### src/rtl/egress_fifo_bank_pkg.sv
// Shared constants for the egress FIFO bank: word width, lane count,
// the init state encoding and the destination field position.
package egress_pkg;

  localparam int        WORD_W     = 10;
  localparam int        LANES      = 4;
  localparam logic [3:0] STATE_INIT = 4'b0001;

  // Destination field inside a word; carried through the FIFOs untouched.
  localparam int DEST_HI = 9;
  localparam int DEST_LO = 8;

endpackage

### src/rtl/egress_fifo_bank_lane_fifo.sv
// Single-lane FIFO: nonzero words are pushed, pops return the head word
// registered one cycle later as a single-cycle pulse. Occupancy is tracked
// by an explicit count so full and empty never depend on pointer equality.
module lane_fifo #(
  parameter int WORD_W      = egress_pkg::WORD_W,
  parameter int DEPTH       = 4,
  parameter int ALMOST_FULL = 3
) (
  input  logic              clk,
  input  logic              reset,
  input  logic              flush,
  input  logic [WORD_W-1:0] din,
  input  logic              pop,
  output logic [WORD_W-1:0] dout,
  output logic              empty,
  output logic              full,
  output logic              almost_full,
  output logic              ovf,
  output logic              udf,
  output logic              drop
);

  localparam int PTR_W = $clog2(DEPTH);
  localparam int CNT_W = $clog2(DEPTH + 1);

  logic [WORD_W-1:0] mem [DEPTH];
  logic [PTR_W-1:0]  wr_ptr;
  logic [PTR_W-1:0]  rd_ptr;
  logic [CNT_W-1:0]  count;

  logic push_req;
  logic push_ok;
  logic pop_ok;

  // A zero word is idle and never a push; flush masks all requests.
  assign push_req = !flush && (|din);
  assign push_ok  = push_req && !full;
  assign pop_ok   = !flush && pop && !empty;
  // A push into a full lane is lost even if a pop frees a slot this cycle.
  assign drop     = push_req && full;

  assign empty       = (count == '0);
  assign full        = (count == CNT_W'(DEPTH));
  assign almost_full = (count >= CNT_W'(ALMOST_FULL));

  // Storage array: written only on an accepted push, no reset needed.
  always_ff @(posedge clk) begin
    if (push_ok) mem[wr_ptr] <= din;
  end

  // Pointers, occupancy, output pulse and sticky error flags.
  always_ff @(posedge clk or posedge reset) begin
    if (reset) begin
      wr_ptr <= '0;
      rd_ptr <= '0;
      count  <= '0;
      dout   <= '0;
      ovf    <= 1'b0;
      udf    <= 1'b0;
    end else if (flush) begin
      wr_ptr <= '0;
      rd_ptr <= '0;
      count  <= '0;
      dout   <= '0;
      ovf    <= 1'b0;
      udf    <= 1'b0;
    end else begin
      if (push_ok) wr_ptr <= wr_ptr + PTR_W'(1);
      if (pop_ok)  rd_ptr <= rd_ptr + PTR_W'(1);
      count <= count + CNT_W'(push_ok) - CNT_W'(pop_ok);
      dout  <= pop_ok ? mem[rd_ptr] : '0;
      if (drop)          ovf <= 1'b1;
      if (pop && empty)  udf <= 1'b1;
    end
  end

endmodule

### src/rtl/egress_fifo_bank.sv
// Egress FIFO bank: one lane_fifo per routed mux output lane, with a
// shared init flush. Optional macro DROP_CNT_EN adds DropCount, a
// saturating total of pushes rejected across all lanes.
module egress_fifo_bank #(
  parameter int WORD_W      = egress_pkg::WORD_W,
  parameter int DEPTH       = 4,
  parameter int ALMOST_FULL = 3
) (
  input  logic              clk,
  input  logic              reset,
  input  logic [3:0]        state,
  input  logic [WORD_W-1:0] In0,
  input  logic [WORD_W-1:0] In1,
  input  logic [WORD_W-1:0] In2,
  input  logic [WORD_W-1:0] In3,
  input  logic              Pop0,
  input  logic              Pop1,
  input  logic              Pop2,
  input  logic              Pop3,
  output logic [WORD_W-1:0] Data0,
  output logic [WORD_W-1:0] Data1,
  output logic [WORD_W-1:0] Data2,
  output logic [WORD_W-1:0] Data3,
  output logic [3:0]        Empty,
  output logic [3:0]        Full,
  output logic [3:0]        AlmostFull,
  output logic [3:0]        Overflow,
  output logic [3:0]        Underflow
`ifdef DROP_CNT_EN
  ,
  output logic [7:0]        DropCount
`endif
);

  import egress_pkg::*;

  logic              flush;
  logic [WORD_W-1:0] din  [LANES];
  logic [WORD_W-1:0] dout [LANES];
  logic [LANES-1:0]  pop;
  logic [LANES-1:0]  drop;

  assign flush = (state == STATE_INIT);

  assign din[0] = In0;
  assign din[1] = In1;
  assign din[2] = In2;
  assign din[3] = In3;
  assign pop    = {Pop3, Pop2, Pop1, Pop0};

  assign Data0 = dout[0];
  assign Data1 = dout[1];
  assign Data2 = dout[2];
  assign Data3 = dout[3];

  for (genvar i = 0; i < LANES; i++) begin : g_lane
    lane_fifo #(
      .WORD_W      (WORD_W),
      .DEPTH       (DEPTH),
      .ALMOST_FULL (ALMOST_FULL)
    ) u_lane (
      .clk         (clk),
      .reset       (reset),
      .flush       (flush),
      .din         (din[i]),
      .pop         (pop[i]),
      .dout        (dout[i]),
      .empty       (Empty[i]),
      .full        (Full[i]),
      .almost_full (AlmostFull[i]),
      .ovf         (Overflow[i]),
      .udf         (Underflow[i]),
      .drop        (drop[i])
    );
  end

`ifdef DROP_CNT_EN
  localparam int SUM_W = $clog2(LANES + 1);

  // Add this cycle's drops, clamping at the all-ones value.
  function automatic logic [7:0] sat_add8(input logic [7:0] a, input logic [SUM_W-1:0] b);
    logic [8:0] s;
    s = {1'b0, a} + 9'(b);
    return s[8] ? 8'hFF : s[7:0];
  endfunction

  logic [SUM_W-1:0] drop_sum;

  // Number of lanes rejecting a push this cycle.
  always_comb begin
    drop_sum = '0;
    for (int i = 0; i < LANES; i++) drop_sum = drop_sum + SUM_W'(drop[i]);
  end

  // Saturating drop total, cleared by reset or init.
  always_ff @(posedge clk or posedge reset) begin
    if (reset)      DropCount <= '0;
    else if (flush) DropCount <= '0;
    else            DropCount <= sat_add8(DropCount, drop_sum);
  end
`else
  logic unused_drop;
  assign unused_drop = ^drop;
`endif

endmodule
### config.mk
export PLATFORM = sky130hd
export DESIGN_NAME = egress_fifo_bank
export DESIGN_NICKNAME = d
export VERILOG_FILES = /design/src/rtl/egress_fifo_bank_pkg.sv /design/src/rtl/egress_fifo_bank_lane_fifo.sv /design/src/rtl/egress_fifo_bank.sv
export SDC_FILE = /design/constraint.sdc
export NUM_CORES = 1
export LEC_CHECK = 0
export CAP_MARGIN = 20
export CORE_UTILIZATION = 40
export DETAILED_ROUTE_END_ITERATION = 7
export MAX_ROUTING_LAYER = met4
export PLACE_DENSITY = 0.69
export SLEW_MARGIN = 20
export SYNTH_ARGS = -nofsm -noshare
export SYNTH_HDL_FRONTEND = slang
export SYNTH_SLANG_ARGS = --single-unit
### constraint.sdc
create_clock -name clk -period 3.4 [get_ports clk]
set_input_delay 0.68 -clock clk [delete_from_list [all_inputs] [get_ports clk]]
set_output_delay 0.68 -clock clk [all_outputs]
set_load 0.02 [all_outputs]
After elaboration in Yosys (flattened, before gate mapping)
Memory sizes are Yosys's and may differ from the RTL's.
Cells that the tools add are included.

word-level totals
  bits in registers = 76
  bits in writable memories = 160
  input port bits = 50
  output and inout port bits = 60
  word-level logic and storage cells = 162
  memories = 4

memory list
  memory                words  bits a word  read ports  clocked after memory_dff  wr ports  RTL line                          RTL
  g_lane[0].u_lane.mem  4      10           1           0                         1         egress_fifo_bank_lane_fifo.sv:26  logic [WORD_W-1:0] mem [DEPTH];
  g_lane[1].u_lane.mem  4      10           1           0                         1         egress_fifo_bank_lane_fifo.sv:26
  g_lane[2].u_lane.mem  4      10           1           0                         1         egress_fifo_bank_lane_fifo.sv:26
  g_lane[3].u_lane.mem  4      10           1           0                         1         egress_fifo_bank_lane_fifo.sv:26

operators by class
  add/subtract/negate cells = 16
  order comparisons = 4
  equality and inequality tests = 5
  muxes and demuxes = 52
  reductions and logical operators = 57

operators by type and width
  operator               number
  $mux W10               8
  $reduce_or A10 Y1      4
  $mux W2                16
  $reduce_bool A2 Y1     16
  $logic_and A1 B1 Y1    24
  $mux W1                24
  $add A2 B1 Y2 const B  8
  $add A3 B1 Y3          4
  $eq A3 B3 Y1 const B   4
  $ge A3 B2 Y1 const B   4
  $logic_not A3 Y1       4
  $mux W3                4
  $sub A3 B1 Y3          4
  $logic_not A1 Y1       9
  $eq A4 B1 Y1 const B   1

Logic depth before layout (Yosys ltp)
  word-level depth = 7
  gate-level depth with buffers = 12
  depth with buffers taken out = 10

Cells and area by module
Synthesis repeated with hierarchy kept, for this count alone.

unflattened totals
  cells, all modules = 537
  area total of the unflattened synthesis = 9,504.1 um^2

by module, submodules not included
  module            instances  cells each  area each (um^2)  seq. area each (um^2)
  lane_fifo         4          134         2,372.3           1,676.6
  egress_fifo_bank  1          1           15.0              0.0

Worst setup path before layout
Ideal clock, no wire load.

  path kind = input to register
  start point = input port state[3]
  end point = register g_lane[2].u_lane.count[2]
  setup time = 132 ps
  arrival = 2,639 ps
  path slack = 630 ps
  stages on the path = 12
  cell sequence = or4b_4 -> buf_6 -> nand2b_2 -> buf_4 -> inv_2 -> ha_1 -> inv_1 -> ha_1 -> inv_1 -> fa_1 -> xor2_1 -> nor2_1

on the way
  word-level cells in the longest chain between the ends = 7

ends and longest elaborated chain
  element               RTL line                                                            RTL
  start, declared       egress_fifo_bank.sv:11                                              input logic [3:0] state,
  $eq A4 B1 Y1 *        egress_fifo_bank.sv:43                                              assign flush = (state == STATE_INIT);
  $logic_not A1 Y1      egress_fifo_bank_lane_fifo.sv:36, egress_fifo_bank_lane_fifo.sv:38
  $logic_and A1 B1 Y1   egress_fifo_bank_lane_fifo.sv:36                                    assign push_req = !flush && (|din);
  $logic_and A1 B1 Y1   egress_fifo_bank_lane_fifo.sv:37                                    assign push_ok = push_req && !full;
  $add A3 B1 Y3         egress_fifo_bank_lane_fifo.sv:70                                    count <= count + CNT_W'(push_ok) - CNT_W'(pop_ok);
  $sub A3 B1 Y3         egress_fifo_bank_lane_fifo.sv:70
  $mux W3 *             egress_fifo_bank_lane_fifo.sv:60                                    end else if (flush) begin
  end signal, assigned  egress_fifo_bank_lane_fifo.sv:70
  end, declared         egress_fifo_bank_lane_fifo.sv:29                                    logic [CNT_W-1:0] count;

Mark *: on every way between the ends. The rest lies on a longest branch, timed or not.
A chain may end at the register's enable or synchronous reset.

Worst setup path after layout
  start point = register g_lane[1].u_lane.count[1]
  end point = output port Full[1]

on the way
  word-level cells in the longest chain between the ends = 1

ends and longest elaborated chain
  element                 RTL line                          RTL
  start, declared         egress_fifo_bank_lane_fifo.sv:29
  start signal, assigned  egress_fifo_bank_lane_fifo.sv:70
  $eq A3 B3 Y1            egress_fifo_bank_lane_fifo.sv:43  assign full = (count == CNT_W'(DEPTH));
  end, declared           egress_fifo_bank.sv:25            output logic [3:0] Full,

Every way passes these cells.

==> results.yml <==
status:
  status: "finished clean"
cells_and_area:
  final_cell_count_no_fill: 1001
  area_delta_synth_final_pct: 21.2
  fillers: 1926
  final_common_cell: "sky130_fd_sc_hd__edfxtp_1"
  antenna_cells: 0
  area_of_the_multi_input_gates_mm2: 0.00245
  nNetsFinal: 746
  seqCellArea_mm2: 0.00671
  most-common-layout-cells: "sky130_fd_sc_hd__edfxtp_1, sky130_fd_sc_hd__clkdlybuf4s50_1, sky130_fd_sc_hd__dfrtp_1, sky130_fd_sc_hd__mux4_2, sky130_fd_sc_hd__nor2b_1"
  drive_above_1_share: 0.139
logic_synthesis:
  post_synth_instance_area_mm2: 0.00956
  netlist.area_leader.share: 0.502
  simple_gate_share_of_the_synthesized_area: 0.0756
  synth.net_count: 640
  synthMuxAreaShare: 0.103
  postSynthRegisterBits: 236
  synthAdderAreaFrac: 0.0450
  synthesis.area_per_instance_um2: 17.1
  syn_inst_count: 558
  synth_compound_area_frac: 0.0213
  dominant_combinational_cell_family_by_area_after_synthesis: "multiplexers"
  synth_top_area_cell: "sky130_fd_sc_hd__edfxtp_1"
  yosys_warnings: 0
  synthDistinctLibCells: 33
  synth_xor_area_frac: 0.0110
  cell_types_with_the_largest_area_share_after_synthesis: "sky130_fd_sc_hd__edfxtp_1, sky130_fd_sc_hd__dfrtp_1, sky130_fd_sc_hd__mux4_2"
  synth_seq_area_share: 0.701
sta:
  setup_tns_ns: 0
  max-slew-margin-rel: 0.512
  min_period_ns: 2.92
  hold_violations: 0
  timing_worst_slew_pin_value_ns: 0.732
  rsz0062_at_grt: "no"
  fmax_mhz: 342
  setup_viol: 0
  drv_slew: 0
  min_period_over_period: 0.859
  finClkSkew_ns: 0.0124
floorplan:
  dieArea_mm2: 0.0245
  area_of_the_core_mm2: 0.0235
  initial_core_util: 0.407
  fp.dieW_um: 157
  design.portCount: 110
  die_height_um: 157
  placement_rows: 56
grt:
  grt_overflow_total: 0
  met2_usage: 0.271
  grt_use_met1: 0.186
  met3_usage: 0.0271
  grtUsageTotal: 0.155
  first_global_vias: 5381
  grt_start_max_net_pins: 77
  antenna_found_initial: 0
  grt_pass1_wl_um: 28200
  top_usage_layer: "met2"
pwr:
  vdd.ir_drop.worst_mv: 0.310
  power_leakage_uw: 0.00443
  power_density_mw_per_mm2: 949
critical_path:
  crit_fanout: 7
  critical_path.startpoint_type: "flip-flop"
  cp-end-kind: "primary output"
  critPathKind: "flip-flop to primary output"
  highest_delay_cell_along_the_critical_path: "sky130_fd_sc_hd__clkdlybuf4s50_1"
  timing.critical_path.slowest_cell_delay_ns: 0.62
  crit_path_cell_trace: "or3b_2, inv_1, clkdlybuf4s50_1"
  worstPathBufferInverterCount: 2
  cpLargestDelayFamily: "buffers and inverters"
  cp.arrival_ns: 2.24
  worstPathRequired_ns: 2.72
cts:
  cts_hold_buffers: 0
  cts_tree: "done"
  clock_tree.htree_level_count: 1
  post_cts_resized: 0
  clock_sink_count: 236
  clock_path_buffers: 3
  clock-root-buffer: "sky130_fd_sc_hd__clkbuf_16"
  worstSkewPairLatency_ns: 0.51
  post_cts_buffers: 0
  clk_pin_slew_worst_paths_ns: 0.06
  cts_made_buffers: 25
min_path:
  timing.hold.worst.class: "flip-flop to flip-flop"
place:
  gpl.final_weighted_congestion: 0.746
  place_inst: 956
  port_buffers: 109
  detailed_place_hpwl_um: 11700
run:
  maxCapViolCount: 0
route:
  post_drt_via_cell_ratio: 4.85
  route.final.wire_length_um: 17700
  drcViolationCount: 0
  detailedRoute.firstIterationViolations: 308
  wl_per_cell_um: 17.7
  ant_nets: 0
  dr_total_vias: 4856
  drt_pre_antenna_iters: 4
[final cells by class]
cell class                      instances  share of cell area
Inverter                               33              0.0108
Sequential cell                       236               0.579
Clock buffer                           35              0.0581
Tap cell                              319              0.0344
Multi-Input combinational cell        250               0.211
Clock inverter                         10             0.00529
Timing Repair Buffer                  118               0.101
[synth_stat cells, drive strengths merged]
library cell and count:
edfxtp 160, dfrtp 76, mux4 40, nor2b 40, buf 37, inv 33, ha 28, nor2 24
nand2 20, and3 16, xor2 12, a31oi 8, and2 8, mux2i 8, nor4 8, a21oi 4
fa 4, nand2b 4, nor3 4, o21a 4, o21ai 4, o311ai 4, o31ai 4, or3b 4
clkbuf 2, nor4b 1, or4b 1
[per-stage QoR]
stage,hold slack (ns),total power (uW),instance area (um^2),worst slack [ns],util
floorplan,0.464,7420,9560,0.630,-
global placement,0.479,8450,10900,0.286,0.462
detailed placement,0.489,8710,10900,0.219,0.462
CTS,0.504,11200,11600,0.440,0.494
global route,0.556,11700,11600,0.390,0.494
finish,0.502,11000,11600,0.480,0.494
[worst register-to-register path: cells and delay by family, from the launching register on]
kind | cells | cell delay [ns]
adder cells (fa/ha/maj) | 3 | 0.77
flip-flops | 1 | 0.46
AO/OA/AOI/OAI | 1 | 0.39
AND/OR/NAND/NOR | 2 | 0.26
XOR/XNOR | 1 | 0.16
buffers and inverters | 3 | 0.13
[flip-flops by register name, summed over array words and instances (netlist names)]
register and count:
g_lane.u_lane.count 12, g_lane.u_lane.udf 4, g_lane.u_lane.mem 160, g_lane.u_lane.rd_ptr 8
g_lane.u_lane.ovf 4, g_lane.u_lane.dout 40, g_lane.u_lane.wr_ptr 8
[cell families (layout without fill, tap and decap cells)]
kind of cell               Yosys count  after routing
xor gates and xnor gates            12             12
buffers and inverters               72            196
muxes                               48             48
DFF                                236            236
and+or+nand+nor                    130            130
adders and majority gates           32             32
AOI/OAI and AO/OA                   28             28
[routing by layer]
metal | part of all wire | wire length, um | up-vias
li1 | - | - | 2247
met3 | 0.049 | 860 | 24
met2 | 0.52 | 9230 | 109
met4 | 0.015 | 263 | 0
met1 | 0.41 | 7340 | 2476
met5 | 0 | 0 | -
[where the power goes]
group          internal (uW)  switching [uW]  leakage, uW
Sequential              4290             664      0.00244
Combinational           1830            1780      0.00165
Clock                   1380            1060     0.000345
[worst paths after layout]
kind                                      startpoint                   endpoint  slack, ns  cells after the start
min in group asynchronous                      reset   g_lane[1].u_lane.dout[6]       0.60                      3
hold reg to reg                 g_lane[0].u_lane.udf       g_lane[0].u_lane.udf       0.50                      2
setup / recovery           g_lane[1].u_lane.count[1]                    Full[1]       0.48                      3
max in group asynchronous                      reset   g_lane[2].u_lane.dout[1]       2.46                      3
setup reg to reg           g_lane[2].u_lane.count[1]  g_lane[2].u_lane.count[2]       1.10                     10
hold / removal                  g_lane[0].u_lane.udf       g_lane[0].u_lane.udf       0.50                      2
No activity file was read; power rests on OpenSTA's default activity.
